==> src/rtl/lisa_uart_rx_pkg.sv <==
// Shared types and constants for the Lisa UART receiver: parity modes, FSM states
// and the oversampling geometry.
package lisa_uart_pkg;

  localparam int OVERSAMPLE = 16;
  localparam int MID_SAMPLE = 7;

  typedef enum logic [1:0] {
    PAR_NONE = 2'b00,
    PAR_EVEN = 2'b01,
    PAR_ODD  = 2'b10,
    PAR_RSVD = 2'b11
  } parity_mode_e;

  typedef enum logic [2:0] {
    ST_IDLE,
    ST_START,
    ST_DATA,
    ST_PARITY,
    ST_STOP
  } rx_state_e;

  function automatic logic parity_enabled(input parity_mode_e mode);
    return (mode == PAR_EVEN) || (mode == PAR_ODD);
  endfunction

endpackage

==> src/rtl/lisa_uart_rx_if.sv <==
// Peripheral read port of the UART receiver: the core pops characters and reads
// the head entry, its error flags, the FIFO level and the sticky overrun flag.
interface lisa_uart_rx_if #(
  parameter int FIFO_DEPTH = 4
);
  localparam int LVL_W = $clog2(FIFO_DEPTH) + 1;

  logic             rd;
  logic             clr_ovr;
  logic [7:0]       d;
  logic             parity_err;
  logic             frame_err;
  logic             data_avail;
  logic [LVL_W-1:0] fifo_level;
  logic             overrun;

  modport master (
    output rd, clr_ovr,
    input  d, parity_err, frame_err, data_avail, fifo_level, overrun
  );

  modport slave (
    input  rd, clr_ovr,
    output d, parity_err, frame_err, data_avail, fifo_level, overrun
  );

endinterface

==> src/rtl/lisa_sync_fifo.sv <==
// Show-ahead synchronous FIFO; the head entry is readable combinationally and a
// push is still accepted when full if a pop happens in the same cycle.
module lisa_sync_fifo #(
  parameter int WIDTH = 10,
  parameter int DEPTH = 4
) (
  input  logic                     clk,
  input  logic                     rst,
  input  logic                     push,
  input  logic [WIDTH-1:0]         wr_data,
  input  logic                     pop,
  output logic [WIDTH-1:0]         rd_data,
  output logic                     empty,
  output logic                     full,
  output logic [$clog2(DEPTH):0]   level
);

  localparam int AW = $clog2(DEPTH);

  logic [WIDTH-1:0] mem [DEPTH];
  logic [AW:0]      wr_ptr;
  logic [AW:0]      rd_ptr;
  logic             do_push;
  logic             do_pop;

  assign level   = wr_ptr - rd_ptr;
  assign empty   = (wr_ptr == rd_ptr);
  assign full    = (level == (AW+1)'(DEPTH));
  assign do_pop  = pop & ~empty;
  assign do_push = push & (~full | do_pop);
  assign rd_data = mem[rd_ptr[AW-1:0]];

  always_ff @(posedge clk) begin
    if (rst) begin
      wr_ptr <= '0;
      rd_ptr <= '0;
    end else begin
      if (do_push) wr_ptr <= wr_ptr + 1'b1;
      if (do_pop)  rd_ptr <= rd_ptr + 1'b1;
    end
  end

  always_ff @(posedge clk) begin
    if (do_push) mem[wr_ptr[AW-1:0]] <= wr_data;
  end

endmodule

==> src/rtl/lisa_uart_rx.sv <==
// 16x-oversampling UART receiver with 5..8 data bits, optional parity, start-bit
// glitch rejection and a show-ahead receive FIFO carrying per-character errors.
module lisa_uart_rx
  import lisa_uart_pkg::*;
#(
  parameter int DATA_BITS  = 8,
  parameter int FIFO_DEPTH = 4
) (
  input  logic         clk,
  input  logic         rst,
  input  logic         baud_ref,
  input  logic         rxd,
  input  logic [1:0]   parity_mode,
  lisa_uart_rx_if.slave bus
);

  localparam int          FW       = DATA_BITS + 2;
  localparam int          LVL_W    = $clog2(FIFO_DEPTH) + 1;
  localparam logic [3:0]  MID_CNT  = 4'(MID_SAMPLE);
  localparam logic [3:0]  LAST_CNT = 4'(OVERSAMPLE - 1);
  localparam logic [2:0]  BIT_LAST = 3'(DATA_BITS - 1);

  // Even parity: data plus parity bit XOR to 0; odd: to 1.
  function automatic logic parity_bad(input logic [DATA_BITS-1:0] data,
                                      input logic pbit, input parity_mode_e mode);
    return (^data ^ pbit) != (mode == PAR_ODD);
  endfunction

  logic                 rxd_p0, rxd_p1;
  logic                 baud_ref_q, rd_q;
  logic                 tick;

  rx_state_e            state, state_nxt;
  logic [3:0]           os_cnt, os_nxt;
  logic [2:0]           bit_cnt, bit_nxt;
  logic [DATA_BITS-1:0] shift_q, shift_nxt;
  parity_mode_e         pmode_q, pmode_nxt;
  logic                 perr_q, perr_nxt;
  logic                 push, ferr_push;

  logic [FW-1:0]        head;
  logic                 fifo_empty, fifo_full, pop;
  logic [LVL_W-1:0]     level;
  logic                 overrun_q;

  // Input stage: rxd synchroniser and edge detectors for baud_ref and rd.
  always_ff @(posedge clk) begin
    if (rst) begin
      rxd_p0     <= 1'b1;
      rxd_p1     <= 1'b1;
      baud_ref_q <= 1'b0;
      rd_q       <= 1'b0;
    end else begin
      rxd_p0     <= rxd;
      rxd_p1     <= rxd_p0;
      baud_ref_q <= baud_ref;
      rd_q       <= bus.rd;
    end
  end

  assign tick = baud_ref & ~baud_ref_q;
  assign pop  = bus.rd & ~rd_q & ~fifo_empty;

  // Receiver FSM state register.
  always_ff @(posedge clk) begin
    if (rst) begin
      state   <= ST_IDLE;
      os_cnt  <= '0;
      bit_cnt <= '0;
      pmode_q <= PAR_NONE;
      perr_q  <= 1'b0;
    end else begin
      state   <= state_nxt;
      os_cnt  <= os_nxt;
      bit_cnt <= bit_nxt;
      pmode_q <= pmode_nxt;
      perr_q  <= perr_nxt;
    end
  end

  always_ff @(posedge clk) begin
    shift_q <= shift_nxt;
  end

  always_comb begin
    state_nxt = state;
    os_nxt    = os_cnt;
    bit_nxt   = bit_cnt;
    shift_nxt = shift_q;
    pmode_nxt = pmode_q;
    perr_nxt  = perr_q;
    push      = 1'b0;
    ferr_push = 1'b0;
    if (tick) begin
      unique case (state)
        ST_IDLE: begin
          if (!rxd_p1) begin
            state_nxt = ST_START;
            os_nxt    = '0;
            bit_nxt   = '0;
            perr_nxt  = 1'b0;
            pmode_nxt = parity_mode_e'(parity_mode);
          end
        end
        ST_START: begin
          if (os_cnt == MID_CNT && rxd_p1) begin
            state_nxt = ST_IDLE;
            os_nxt    = '0;
          end else begin
            os_nxt = os_cnt + 4'd1;
            if (os_cnt == LAST_CNT) state_nxt = ST_DATA;
          end
        end
        ST_DATA: begin
          os_nxt = os_cnt + 4'd1;
          if (os_cnt == MID_CNT) shift_nxt = {rxd_p1, shift_q[DATA_BITS-1:1]};
          if (os_cnt == LAST_CNT) begin
            if (bit_cnt == BIT_LAST)
              state_nxt = parity_enabled(pmode_q) ? ST_PARITY : ST_STOP;
            else
              bit_nxt = bit_cnt + 3'd1;
          end
        end
        ST_PARITY: begin
          os_nxt = os_cnt + 4'd1;
          if (os_cnt == MID_CNT) perr_nxt = parity_bad(shift_q, rxd_p1, pmode_q);
          if (os_cnt == LAST_CNT) state_nxt = ST_STOP;
        end
        ST_STOP: begin
          if (os_cnt == MID_CNT) begin
            push      = 1'b1;
            ferr_push = ~rxd_p1;
            state_nxt = ST_IDLE;
            os_nxt    = '0;
          end else begin
            os_nxt = os_cnt + 4'd1;
          end
        end
        default: state_nxt = ST_IDLE;
      endcase
    end
  end

  // Receive FIFO stage.
  lisa_sync_fifo #(
    .WIDTH (FW),
    .DEPTH (FIFO_DEPTH)
  ) u_fifo (
    .clk     (clk),
    .rst     (rst),
    .push    (push),
    .wr_data ({shift_q, perr_q, ferr_push}),
    .pop     (pop),
    .rd_data (head),
    .empty   (fifo_empty),
    .full    (fifo_full),
    .level   (level)
  );

  // A dropped character sets overrun; a simultaneous clear loses.
  always_ff @(posedge clk) begin
    if (rst)                            overrun_q <= 1'b0;
    else if (push & fifo_full & ~pop)   overrun_q <= 1'b1;
    else if (bus.clr_ovr)               overrun_q <= 1'b0;
  end

  assign bus.d          = fifo_empty ? 8'h00 : 8'(head[FW-1:2]);
  assign bus.parity_err = ~fifo_empty & head[1];
  assign bus.frame_err  = ~fifo_empty & head[0];
  assign bus.data_avail = ~fifo_empty;
  assign bus.fifo_level = level;
  assign bus.overrun    = overrun_q;

endmodule

==> src/flat_wrapper.sv <==
// flat-port wrapper written by rule: the top's interface ports become plain ports
module lisa_uart_rx_flat import lisa_uart_pkg::*;
#(
  parameter int DATA_BITS  = 8,
  parameter int FIFO_DEPTH = 4
)
  (clk, rst, baud_ref, rxd, parity_mode, bus_rd, bus_clr_ovr, bus_d, bus_parity_err, bus_frame_err, bus_data_avail, bus_fifo_level, bus_overrun);
  lisa_uart_rx_if #(.FIFO_DEPTH(FIFO_DEPTH)) bus_i ();
  input  logic clk;
  input  logic rst;
  input  logic baud_ref;
  input  logic rxd;
  input  logic [1:0] parity_mode;
  input wire logic [$bits(bus_i.rd)-1:0] bus_rd;
  input wire logic [$bits(bus_i.clr_ovr)-1:0] bus_clr_ovr;
  output wire logic [$bits(bus_i.d)-1:0] bus_d;
  output wire logic [$bits(bus_i.parity_err)-1:0] bus_parity_err;
  output wire logic [$bits(bus_i.frame_err)-1:0] bus_frame_err;
  output wire logic [$bits(bus_i.data_avail)-1:0] bus_data_avail;
  output wire logic [$bits(bus_i.fifo_level)-1:0] bus_fifo_level;
  output wire logic [$bits(bus_i.overrun)-1:0] bus_overrun;
  assign bus_i.rd = bus_rd;
  assign bus_i.clr_ovr = bus_clr_ovr;
  assign bus_d = bus_i.d;
  assign bus_parity_err = bus_i.parity_err;
  assign bus_frame_err = bus_i.frame_err;
  assign bus_data_avail = bus_i.data_avail;
  assign bus_fifo_level = bus_i.fifo_level;
  assign bus_overrun = bus_i.overrun;
  lisa_uart_rx #(.DATA_BITS(DATA_BITS), .FIFO_DEPTH(FIFO_DEPTH)) u_core (.clk(clk), .rst(rst), .baud_ref(baud_ref), .rxd(rxd), .parity_mode(parity_mode), .bus(bus_i));
endmodule
==> config.mk <==
export PLATFORM = sky130hd
export DESIGN_NAME = lisa_uart_rx_flat
export DESIGN_NICKNAME = d
export VERILOG_FILES = /design/src/rtl/lisa_uart_rx_pkg.sv /design/src/rtl/lisa_uart_rx_if.sv /design/src/rtl/lisa_sync_fifo.sv /design/src/rtl/lisa_uart_rx.sv /design/src/flat_wrapper.sv
export SDC_FILE = /design/constraint.sdc
export NUM_CORES = 1
export LEC_CHECK = 0
export CORE_MARGIN = 10
export CORE_UTILIZATION = 45
export DETAILED_ROUTE_END_ITERATION = 10
export PLACE_DENSITY = 0.66
export SLEW_MARGIN = 20
export SYNTH_ARGS = -nofsm -noshare
export SYNTH_HDL_FRONTEND = slang
export SYNTH_SLANG_ARGS = --single-unit
==> constraint.sdc <==
create_clock -name clk -period 2.35 [get_ports clk]
set_input_delay 0.235 -clock clk [delete_from_list [all_inputs] [get_ports clk]]
set_output_delay 0.235 -clock clk [all_outputs]
set_load 0.01 [all_outputs]
==> flow_summary.yaml <==
critical_path:
  arrival_ps: 2330
  reg2reg_depth: 8
  startpoint_type: "flop"
  critPathSlowestCell: "fa_1"
  path_depth: 8
  critical_path.max_fanout: 10
  setup.worst_path.class: "flop to flop"
  critical_path.startpoint: "u_core.u_fifo.wr_ptr[0]"
  cp.required_ps: 2460
  crit_path_cell_trace: "inv_1 > ha_1 > fa_1 > xnor3_1 > nor3_2 > a21oi_4 > and2_1 > buf_12"
  max_stage_delay_ps: 390
  critical_path.reg2reg.endpoint: "u_core.u_fifo.mem[2][4]"
  reg2reg_slack_ps: 120
  critical_path.endpoint_type: "flop"
  timing.rr.start: "u_core.u_fifo.wr_ptr[0]"
  wp_buf_inv: 2
  path_delay_family: "adder cells"
  worstSetupEndpoint: "u_core.u_fifo.mem[2][4]"
power:
  static-leakage-power_nw: 1.570
  power.density_cell_area_nw_per_um2: 582.5
  max-vdd-ir-drop_uv: 263.9
timing:
  final.setup.tns_ps: 0
  timing.final.hold_violations: 0
  finalClockSkew_ps: 8.604
  maxSlewHeadroom: 0.5785
  grt_setup_unrepaired: "no"
  layout_worst_path_cycle_share: 0.9471
  final.min_clock_period_ps: 2226
  setup_viol_count_final: 0
  achievable-frequency_ghz: 0.4493
  finalMaxSlewViolations: 0
  worst_slew_pin_slew_ps: 616.4
synth:
  most_frequently_used_cell_type_in_the_post_synthesis_netlist: "edfxtp_1"
  number_of_distinct_library_cells_after_synthesis: 50
  ys_warn_count: 0
  ys_top_cells_by_count: "edfxtp_1, dfxtp_1, nor2_1, nor2b_1, ha_1"
  synth_edf_count: 48
  seq_area_frac_synth: 0.5881
  dominantRegCellSynth: "edfxtp_1"
  netlist.top_cell.by_area: "edfxtp_1"
  most_area_consuming_cells_after_synthesis: "edfxtp_1, dfxtp_1, mux4_2"
  synth_nets: 269
  synth.ff_latch_count: 74
  syn-mean-instance-area_sq_um: 13.40
  synthesis.instances: 249
  syn_area_sq_um: 3336
  synthDominantCellAreaShare: 0.4321
  synth-async-reset-ratio: 0
grt:
  groute.usage.overall: 0.1092
  antenna_found_initial: 0
  grt_start_max_net_pins: 21
  grt_overflow_total: 0
  first_pass_grt_wire_length_mm: 9.956
  vias_in_the_first_global_route: 2059
route:
  antenna_violating_nets_left: 0
  totalWireLength_mm: 5.884
  avgViaCountPerCell: 5.221
  first_pass_iters: 4
  post-route-drc-count: 0
  dr.first_iter.drc_count: 80
  detail_route.wl_per_cell_um: 15.13
  vias: 2031
placed_design:
  post-dp-hpwl_mm: 4.157
  port_buffers: 22
  gp_congestion: 0.7900
clock_tree:
  clkTransAtPathRegs_ps: 80
  cts-htree-levels: 3
  clkSinkCount: 74
  max_clock_buf_depth: 2
  clock_tree_from_tritoncts: "done"
  cts_inserted_buffers: 9
  clkLatencyLatePin_ps: 340
  cts-root-buf: "clkbuf_8"
job:
  cap_viol_max_count: 0
cells_and_area:
  post-route-util: 0.5520
  final_nets: 305
  area_growth_syn_to_layout_pct: 19.39
  post_route_cells_drive_above_1_share: 0.1759
  antenna-diode-count: 0
floorplanning:
  die_width_um: 106.1
  die_area_sq_um: 11260
  placement_rows: 31
  start_util: 0.4624
  core_region_area_sq_um: 7214
  floorplan.io_pins: 23
  chipHeight_um: 106.1
run_status:
  status: "completed"
hold_path:
  hold_class: "flop to flop"
## power by group
group / internal [mW] / switching, mW / leakage [nW] / total [mW]
Combinational: 0.0324 / 0.0314 / 0.845 / 0.0638
Clock: 0.388 / 0.490 / 0.0799 / 0.878
Sequential: 1.37 / 0.00705 / 0.644 / 1.38
Total: 1.79 / 0.528 / 1.57 / 2.32
## area by class of cell
| type | instances | area, sq um |
|---|---|---|
| Fill cell | 626 | 3232 |
| Sequential cell | 74 | 1963 |
| Multi-Input combinational cell | 154 | 1292 |
| Timing Repair Buffer | 36 | 389.1 |
| Clock buffer | 9 | 123.9 |
| Tap cell | 99 | 123.9 |
| Clock inverter | 7 | 52.55 |
| Inverter | 10 | 37.54 |
## through the flow
stage	power (mW)	hold slack, ps	instances	area [sq um]	setup slack, ps
floorplan	1.447	338.8	249	3336	136.8
global placement	1.471	391.7	373	3784	166.6
detailed placement	1.472	413.1	373	3784	81.20
CTS	2.344	433.7	389	3955	14.67
global route	2.412	437.6	389	3983	15.25
finish	2.320	424.5	389	3983	124.3
## worst reg2reg max path, cell delays in order (launching register included)
cell and delay (ps):
dfxtp_1 330, inv_1 80, ha_1 220, fa_1 390, xnor3_1 240, nor3_2 260, a21oi_4 120, and2_1 210
buf_12 150
## logic make-up (layout without fill, tap and decap cells)
kind of cell / Yosys count / after routing / share of synthesized area
and+or+nand+nor: 82 / 82 / 0.1433
buffers and inverters: 21 / 62 / 0.02663
muxes: 19 / 19 / 0.09565
DFF: 74 / 74 / 0.5881
AOI/OAI and AO/OA: 29 / 29 / 0.05927
adders and majority gates: 12 / 12 / 0.04726
xor gates and xnor gates: 12 / 12 / 0.03976
## sequential cells by signal, summed over array words and instances (netlist names), named ones only
signal                cells
u_core.u_fifo.mem        40
u_core.u_fifo.rd_ptr      3
u_core.rxd_p0             1
u_core.rxd_p1             1
u_core.shift_q            8
u_core.bit_cnt            3
u_core.rd_q               1
u_core.os_cnt             4
u_core.bus.overrun        1
u_core.pmode_q            2
u_core.state              3
u_core.baud_ref_q         1
u_core.u_fifo.wr_ptr      3
u_core.perr_q             1
## layout by cell type (no fill, tap or decap), drive strengths merged, types with 3 or more instances in the layout
cell	synthesis	final
a21oi	10	10
a31oi	3	3
and2	5	5
buf	5	14
clkbuf	6	9
clkdlybuf4s50	0	9
clkinvlp	0	3
dfxtp	26	26
dlygate4sd2	0	5
dlymetal6s2s	0	8
edfxtp	48	48
ha	11	11
inv	10	12
mux2	3	3
mux2i	6	6
mux4	10	10
nand2	10	10
nand2b	3	3
nand3	4	4
nand3b	3	3
nand4b	4	4
nor2	16	16
nor2b	16	16
nor3	3	3
o21ai	5	5
or3	6	6
xnor2	6	6
xor2	4	4
## repair_timing
action / in CTS / in global routing
buffers inserted: 0 / 0
pin swaps: 0 / 1
setup endpoints to repair: 11 / 48
hold buffers: 0 / 0
resized for setup: 6 / 9
## how the worst min path moves through the flow
stage	start	endpoint	cells after the start
floorplan	rxd	u_core.rxd_p0	1
global placement	u_core.rxd_p0	u_core.rxd_p1	1
detailed placement	u_core.rxd_p0	u_core.rxd_p1	1
CTS	u_core.rxd_p0	u_core.rxd_p1	1
global route	u_core.rxd_p0	u_core.rxd_p1	1
finish	u_core.rxd_p0	u_core.rxd_p1	1
## routing by layer
layer	GRT usage	up-vias	routed length, um
met2	0.1731	39	2823
met1	0.1359	989	2779
met3	0.03382	6	237
met5	0	-	0
met4	0.04449	0	43
li1	-	997	-
(Power assumes the default switching activity.)
